===== src/rtl/scan_decoder_pkg.sv =====
// Shared constants for the scan decoder: FSM state encodings and mode values.
package scan_decoder_pkg;

  // FSM state encodings
  localparam logic [1:0] DIS    = 2'd0;
  localparam logic [1:0] DIRECT = 2'd1;
  localparam logic [1:0] SCAN   = 2'd2;

  // Values of the mode input
  localparam logic MODE_DIRECT = 1'b0;
  localparam logic MODE_SCAN   = 1'b1;

  // Dwell counter width: clog2(dwell), never below one bit
  function automatic int cnt_width(input int dwell);
    return (dwell > 1) ? $clog2(dwell) : 1;
  endfunction

endpackage


===== src/rtl/scan_decoder_step_counter.sv =====
// Dwell/index counter for auto-scan. The index advances once every DWELL
// run cycles. wrap_out is registered on the same edge that returns the
// index from its top value to 0.
module scan_step_counter
  import scan_decoder_pkg::*;
#(
  parameter int SEL_W = 3,
  parameter int DWELL = 4
) (
  input  logic             clk,
  input  logic             reset_n,
  input  logic             clear,
  input  logic             run,
  output logic [SEL_W-1:0] step_out,
  output logic             wrap_out
);

  localparam int CNT_W = cnt_width(DWELL);
  localparam logic [CNT_W-1:0] LAST = CNT_W'(DWELL - 1);

  logic [CNT_W-1:0] dwell;
  logic             at_last;
  logic             idx_top;

  assign at_last = (dwell == LAST);
  assign idx_top = &step_out;

  // Count dwell cycles and step the index. clear wins over run, so a
  // scan (re)entry always restarts at index 0 with no wrap pulse.
  always_ff @(posedge clk or negedge reset_n) begin
    if (!reset_n) begin
      dwell    <= '0;
      step_out <= '0;
      wrap_out <= 1'b0;
    end else if (clear) begin
      dwell    <= '0;
      step_out <= '0;
      wrap_out <= 1'b0;
    end else if (run) begin
      wrap_out <= at_last & idx_top;
      if (at_last) begin
        dwell    <= '0;
        step_out <= step_out + 1'b1;
      end else begin
        dwell    <= dwell + 1'b1;
      end
    end else begin
      wrap_out <= 1'b0;
    end
  end

endmodule


===== src/rtl/scan_decoder.sv =====
// Active-low 1-of-2**SEL_W decoder with three-input enable, a direct
// decode mode, and an auto-scan mode that walks every output in turn.
// All outputs are decoded from registered state, index and select.
module scan_decoder
  import scan_decoder_pkg::*;
#(
  parameter int SEL_W = 3,
  parameter int DWELL = 4,
  localparam int OUT_W = 2 ** SEL_W
) (
  input  logic             clk,
  input  logic             reset_n,
  input  logic             g1,
  input  logic             g2a_n,
  input  logic             g2b_n,
  input  logic             mode,
  input  logic [SEL_W-1:0] dec_in,
  output logic [OUT_W-1:0] dec_out_n,
  output logic [SEL_W-1:0] sel_out,
  output logic             wrap,
  output logic             active
);

  if (SEL_W < 1 || SEL_W > 6) begin : g_bad_sel_w
    $error("scan_decoder: SEL_W out of range 1..6");
  end
  if (DWELL < 1 || DWELL > 65535) begin : g_bad_dwell
    $error("scan_decoder: DWELL out of range 1..65535");
  end

  logic             en;
  logic [1:0]       state;
  logic [1:0]       next_state;
  logic [SEL_W-1:0] dir_sel;
  logic [SEL_W-1:0] scan_idx;
  logic             scan_wrap;
  logic             cnt_clear;
  logic             cnt_run;

  assign en = g1 & ~g2a_n & ~g2b_n;

  // Next state is re-evaluated every edge; mode matters only when enabled
  always_comb begin
    next_state = DIS;
    if (!en)                      next_state = DIS;
    else if (mode == MODE_DIRECT) next_state = DIRECT;
    else                          next_state = SCAN;
  end

  // State register and the direct-mode select sampled alongside it
  always_ff @(posedge clk or negedge reset_n) begin
    if (!reset_n) begin
      state   <= DIS;
      dir_sel <= '0;
    end else begin
      state   <= next_state;
      dir_sel <= (next_state == DIRECT) ? dec_in : '0;
    end
  end

  // Counter restarts on any cycle that is not a continuing scan
  assign cnt_run   = (state == SCAN) && (next_state == SCAN);
  assign cnt_clear = !cnt_run;

  scan_step_counter #(
    .SEL_W (SEL_W),
    .DWELL (DWELL)
  ) u_step (
    .clk      (clk),
    .reset_n  (reset_n),
    .clear    (cnt_clear),
    .run      (cnt_run),
    .step_out (scan_idx),
    .wrap_out (scan_wrap)
  );

  // Output decode from registered state: one-cold when enabled, else all ones
  always_comb begin
    sel_out   = '0;
    active    = 1'b0;
    wrap      = 1'b0;
    dec_out_n = '1;
    case (state)
      DIRECT: begin
        sel_out = dir_sel;
        active  = 1'b1;
      end
      SCAN: begin
        sel_out = scan_idx;
        active  = 1'b1;
        wrap    = scan_wrap;
      end
      default: ;
    endcase
    if (active) dec_out_n = ~(OUT_W'(1) << sel_out);
  end

endmodule


===== config.mk =====
export PLATFORM = sky130hd
export DESIGN_NAME = scan_decoder
export DESIGN_NICKNAME = d
export VERILOG_FILES = /design/src/rtl/scan_decoder_pkg.sv /design/src/rtl/scan_decoder_step_counter.sv /design/src/rtl/scan_decoder.sv
export SDC_FILE = /design/constraint.sdc
export NUM_CORES = 1
export LEC_CHECK = 0
export ABC_AREA = 1
export CAP_MARGIN = 20
export CORE_UTILIZATION = 43
export CTS_CLUSTER_DIAMETER = 150
export CTS_CLUSTER_SIZE = 8
export DETAILED_ROUTE_END_ITERATION = 10
export PLACE_DENSITY = 0.81
export SLEW_MARGIN = 25
export SYNTH_ARGS = -nofsm -noshare
export SYNTH_HDL_FRONTEND = slang
export SYNTH_SLANG_ARGS = --single-unit

===== constraint.sdc =====
create_clock -name clk -period 1.27 [get_ports clk]
set_input_delay 0.127 -clock clk [delete_from_list [all_inputs] [get_ports clk]]
set_output_delay 0.127 -clock clk [all_outputs]
set_load 0.01 [all_outputs]

# Word level (Yosys, flattened, before mapping)
# Cells that the tools add are included.
[classes] add_sub_neg=2 n_eq_ne=6 shift=1 mux=12 bitwise_logic=6 n_reduce_logical=3
[op_table] cell="$mux W3" count=3
[op_table] cell="$mux W2" count=4
[op_table] cell="$mux W8" count=1
[op_table] cell="$not A8 Y8" count=1
[op_table] cell="$shl A1 B3 Y8 const A" count=1
[op_table] cell="$eq A2 B2 Y1 const B" count=3
[op_table] cell="$pmux W3 S2" count=1
[op_table] cell="$eq A2 B1 Y1 const B" count=2
[op_table] cell="$add A3 B1 Y3 const B" count=1
[op_table] cell="$and A1 B1 Y1" count=3
[op_table] cell="$mux W1" count=3
[op_table] cell="$reduce_and A3 Y1" count=1
[op_table] cell="$add A2 B1 Y2 const B" count=1
[op_table] cell="$ne A2 B1 Y1 const B" count=1
[op_table] cell="$not A1 Y1" count=2
[op_table] cell="$reduce_or A2 Y1" count=1
[op_table] cell="$logic_and A1 B1 Y1" count=1
[totals] regBits=11 inputBits=9 out_inout_bits=13 elab_cells=35

# Logic depth before layout (Yosys ltp)
# Gate-level depths: netlist (run 1).
[logic_depth] depth_word=7 depth_mapped=8 ltp_nobuf=7

# Hierarchy
# A second synthesis (run 1) with hierarchy kept.
[hier_totals] cells_unflattened=89 hier_area_um2=655.6
[by_module_without_submodules] mod="scan_decoder" n_inst=1 cells_per_inst=52 area_per_inst_um2=355.3 seq_area_each_um2=125.1
[by_module_without_submodules] mod="scan_step_counter" n_inst=1 cells_per_inst=37 area_per_inst_um2=300.3 seq_area_each_um2=150.1

# Worst setup path after synthesis (run 1)
# No wires, ideal clock.
[synth_path] path_kind="register to output" startpoint="register state[0]" endpoint="output port dec_out_n[4]" arrival_ns=1.132 path_slack_ns=0.011 path_stages_with_launch=7 n_path_buf=0 path_cell_list="dfrtp_1 inv_1 ha_1 inv_2 nand2_1 inv_2 nand3_1"
[synth_rtl] item="start: declaration" line_no="scan_decoder.sv:32" text="logic [1:0] state;"
[synth_rtl] item="start signal: assignment" line_no="scan_decoder.sv:56" text="state <= next_state;"
[synth_rtl] item="$eq A2 B2 Y1 or $eq A2 B1 Y1 (tied branches)" line_no="scan_decoder.sv:83" text="case (state)"
[synth_rtl] item="$reduce_or A2 Y1 (no source line) *"
[synth_rtl] item="$mux W1 *" line_no="scan_decoder.sv:83"
[synth_rtl] item="via active" line_no="scan_decoder.sv:21" text="output logic active"
[synth_rtl] item="$mux W8 *" line_no="scan_decoder.sv:95" text="if (active) dec_out_n = ~(OUT_W'(1) << sel_out);"
[synth_rtl] item="end: declaration" line_no="scan_decoder.sv:18" text="output logic [OUT_W-1:0] dec_out_n,"
# The timed path passes the listed nets; every way through them passes the cells marked *.

# Worst setup path in the final report (run 1)
[layout_path] startpoint="register state[1]" endpoint="output port dec_out_n[3]"
[layout_via] elab_chain_len=5
[layout_lines] item="$eq A2 B2 Y1 or $eq A2 B1 Y1 (tied branches)" line_no="scan_decoder.sv:83"
[layout_lines] item="$pmux W3 S2" line_no="scan_decoder.sv:83"
[layout_lines] item="$shl A1 B3 Y8" line_no="scan_decoder.sv:95"
[layout_lines] item="$not A8 Y8" line_no="scan_decoder.sv:95"
[layout_lines] item="$mux W8 *" line_no="scan_decoder.sv:95"
# Mark *: on every way between the ends. The rest lies on a longest branch, timed or not.

==> results of run 1 <==
-- state kept, by name, summed over array words and instances, names as in the netlist --
register / count
dir_sel: 3
u_step.wrap_out: 1
u_step.step_out: 3
state: 2
u_step.dwell: 2
-- worst reg2reg max path, stage by stage, from the launching register on --
cell and delay (ns):
dfrtp_1 0.38, buf_4 0.14, ha_4 0.17, buf_4 0.14
buf_6 0.12, nand4_1 0.11, nand2_1 0.07
-- kinds of logic (layout without fill, tap and decap cells) --
group           count (synthesis)  in the layout  share of synthesized area [%]
buf+inv                        23             58                           14.4
fa+ha+maj                       5              5                           9.38
simple gates                   36             36                           31.0
compound gates                  3              3                           3.94
flops                          11             11                           41.3
-- cells in the final DEF (no fill, tap or decap), types with 3 or more instances in the layout --
master | netlist | layout
nor2_1 | 5 | 5
inv_2 | 9 | 8
nand2_1 | 9 | 6
inv_1 | 9 | 9
nand2_2 | 4 | 5
buf_2 | 0 | 8
nand4_1 | 8 | 8
clkbuf_4 | 0 | 3
dfrtp_1 | 11 | 11
clkdlybuf4s50_1 | 0 | 8
nand2_4 | 1 | 3
nand3_1 | 5 | 5
buf_4 | 0 | 8
buf_6 | 1 | 8
-- area by class of cell --
class / count / area (sq um) / share of cell area [%]
Clock buffer: 3 / 22.5 / 2.16
Clock inverter: 1 / 5.00 / 0.481
Inverter: 22 / 93.8 / 9.01
Multi-Input combinational cell: 44 / 355 / 34.1
Sequential cell: 11 / 275 / 26.4
Tap cell: 15 / 18.8 / 1.80
Timing Repair Buffer: 32 / 270 / 26.0
-- timing repair --
item	4_1_cts	5_1_grt
hold endpoints to repair	0	0
hold buffers	0	0
gates resized for setup	61	13
setup endpoints to repair	13	15
setup buffers	3	2
pin swaps	4	6
-- how the worst max path moves through the flow --
stage                   from           end  slack, ns  depth (start not counted)
floorplan           state[0]  dec_out_n[4]       0.01                          6
global placement    state[0]  dec_out_n[1]      -0.42                          7
detailed placement  state[0]  dec_out_n[2]      -0.52                          7
CTS                 state[1]  dec_out_n[3]      -0.35                          8
global route        state[1]  dec_out_n[7]      -0.40                          8
finish              state[1]  dec_out_n[3]      -0.33                          7
-- metrics by stage --
stage | power [mW] | util (%) | std cells | setup WS, ns | hold WS, ns
floorplan | 0.388 | - | 78 | 0.0114 | -0.169
global placement | 0.430 | 68.0 | 119 | -0.423 | 0.431
detailed placement | 0.434 | 68.0 | 119 | -0.518 | 0.437
CTS | 0.676 | 70.8 | 126 | -0.355 | 0.192
global route | 0.706 | 76.2 | 128 | -0.402 | 0.211
finish | 0.663 | 76.2 | 128 | -0.326 | 0.190
-- metal layers --
layer | share of wire [%] | vias up
met5 | 0 | -
met3 | 4.6 | 2
met1 | 35 | 286
li1 | - | 315
met4 | 0.40 | 0
met2 | 60 | 30
-- where the power goes --
part | switching (mW) | internal (mW) | leakage [nW]
clock | 0.110 | 0.116 | 0.0177
sequential | 0.00145 | 0.353 | 0.153
combinational | 0.0401 | 0.0425 | 0.375
==> summary.md, run 1 <==
| Metric | Value |
|---|---|
| Run status | `finished, violations left` |
| Failing checks | `negative setup slack` |
| Static Leakage | `0.546 nW` |
| Final instance area | `1040 sq um` |
| Critical Path Max Stage Delay | `0.38 ns` |
| Post-Syn Instances | `78` |
| Site row count | `13` |
| Critical path's top delay family | `buffers and inverters` |
| Area delta synth->final | `56.1%` |
| Fmax | `0.626 GHz` |
| Num Clock Sinks | `11` |
| WP data required | `1.14 ns` |
| Top cell by count, worst path | `buf_4` |
| RePlAce Congestion | `0.834` |
| Worst R2R Start | `state[1]` |
| Setup-failing EPs final | `13` |
| DP Wirelength | `1.05 mm` |
| Skew final | `0.00869 ns` |
| Yosys top cell area share | `41.3%` |
| Worst EP arrival | `1.47 ns` |
| CP Class | `flop to primary output` |
| Synth area leader | `dfrtp_1` |
| Port bufs | `21` |
| Fraction of layout cells with a size suffix above 1 | `50.4%` |
| Max IR drop VDD | `0.000555 V` |
| Tot GR Track Use | `18.2%` |
| Minimum clock period | `1.60 ns` |
| Number of distinct library cells after synthesis | `17` |
| # IOs | `22` |
| Met2 usage | `36.7%` |
| Pre-Repair DR Iteration Count | `4` |
| CP cell instances | `buf_4 -> ha_4 -> inv_6 -> nand2_4 -> buf_4 -> nand2_1 -> buf_6` |
| Reg2Reg Depth | `6` |
| CTS tree | `done` |
| Ant. Diodes | `0` |
| Syn_nets | `92` |
| GR Util met3 | `3.19%` |
| Main area contributors after synthesis | `dfrtp_1, ha_1, nand4_1, inv_1, inv_2` |
| H-tree Lvls | `1` |
| Crit. End Element | `primary output` |
| Synth Cell Area | `667 sq um` |
| Reg2reg setup slack | `0.03 ns` |
| Post-route worst setup slack | `-0.326 ns` |
| Largest net degree at the start of global routing | `12` |
| Placement Cell Area | `930 sq um` |
| Routed len/inst | `11.7 um` |
| Setup_tns | `-3.51 ns` |
| Final Hold Vio Count | `0` |
| Prevailing post-synth register cell | `dfrtp_1` |
| Initial core utilization | `48.8%` |
| Floorplan core area | `1370 sq um` |
| Mean Syn Cell Area | `8.55 sq um` |
| Die area | `1710 sq um` |
| Post-synth ARST share | `100%` |
| # fillers | `94` |
| Via count | `633` |
| RSZ-0062 raised after global routing | `yes` |
| Synthesized flop and latch total | `11` |
| FF-to-FF End | `u_step.step_out[0]` |
| Yosys Warn Count | `0` |
| Maxcap violations | `0` |
| Final WL | `1.50 mm` |
| Number of synthesized flops with an enable pin | `0` |
| Final Cycle Share | `126%` |
| Cts bufs inserted | `3` |
| Worst slew pin tran | `0.490 ns` |
| Vias in the first global route | `490` |
| First-pass GRT wire length | `1.92 mm` |
| Clk Latency, worst-skew pair | `0.26 ns` |
| Seq/Total Area, Yosys | `41.3%` |
| Hold WC Path Type | `input pin to asynchronous set/reset pin` |
| DR DRC count | `0` |
| CTS clock-pin slew for the worst setup and hold paths | `0.07 ns` |
| Slew headroom | `67.2%` |
| Count leader, synth | `dfrtp_1` |
| Antenna violations before repair | `0` |
| GR Util met1 | `16.8%` |
| NumNets Final | `128` |
| Most used routing layer | `met2` |
| CP Max Fanout | `5` |
| Width of the chip | `41.4 um` |
| Max Buffers Root-to-Sink | `2` |
| 1st-iter DRT viols | `7` |
| Slowest stage cell on the critical path | `dfrtp_1` |
| Crit path buf inv count | `4` |
| Die Ht | `41.4 um` |
| Most instantiated cells after synthesis | `dfrtp_1, inv_1, inv_2, nand2_1, nand4_1` |
| Final Max Tran Viols | `0` |
| Vias/cell | `4.95` |
| ANT nets after route | `0` |
| Root Driver | `clkbuf_4` |
| Total gr overflow | `0` |
| PD cells | `637 nW/um^2` |
| CP Launch Type | `flop` |
No activity file was read; power rests on OpenSTA's default activity.
==> run 2: changes to the inputs <==
--- a/config.mk
+++ b/config.mk
@@ -12,7 +12,7 @@
 export CTS_CLUSTER_SIZE = 8
 export DETAILED_ROUTE_END_ITERATION = 10
 export PLACE_DENSITY = 0.81
-export SLEW_MARGIN = 25
+export SLEW_MARGIN = 10
 export SYNTH_ARGS = -nofsm -noshare
 export SYNTH_HDL_FRONTEND = slang
 export SYNTH_SLANG_ARGS = --single-unit
==> results of run 2 <==
Final layout, timing and power as in run 1 (identical DEF).
==> run 3: changes to the inputs <==
--- a/config.mk
+++ b/config.mk
@@ -6,11 +6,13 @@
 export NUM_CORES = 1
 export LEC_CHECK = 0
 export ABC_AREA = 1
+export ABC_CLOCK_PERIOD_IN_PS = 1270
 export CAP_MARGIN = 20
 export CORE_UTILIZATION = 43
 export CTS_CLUSTER_DIAMETER = 150
 export CTS_CLUSTER_SIZE = 8
 export DETAILED_ROUTE_END_ITERATION = 10
+export GPL_ROUTABILITY_DRIVEN = 0
 export PLACE_DENSITY = 0.81
 export SLEW_MARGIN = 10
 export SYNTH_ARGS = -nofsm -noshare
==> results of run 3 <==
Final layout, timing and power as in run 1 (identical DEF).
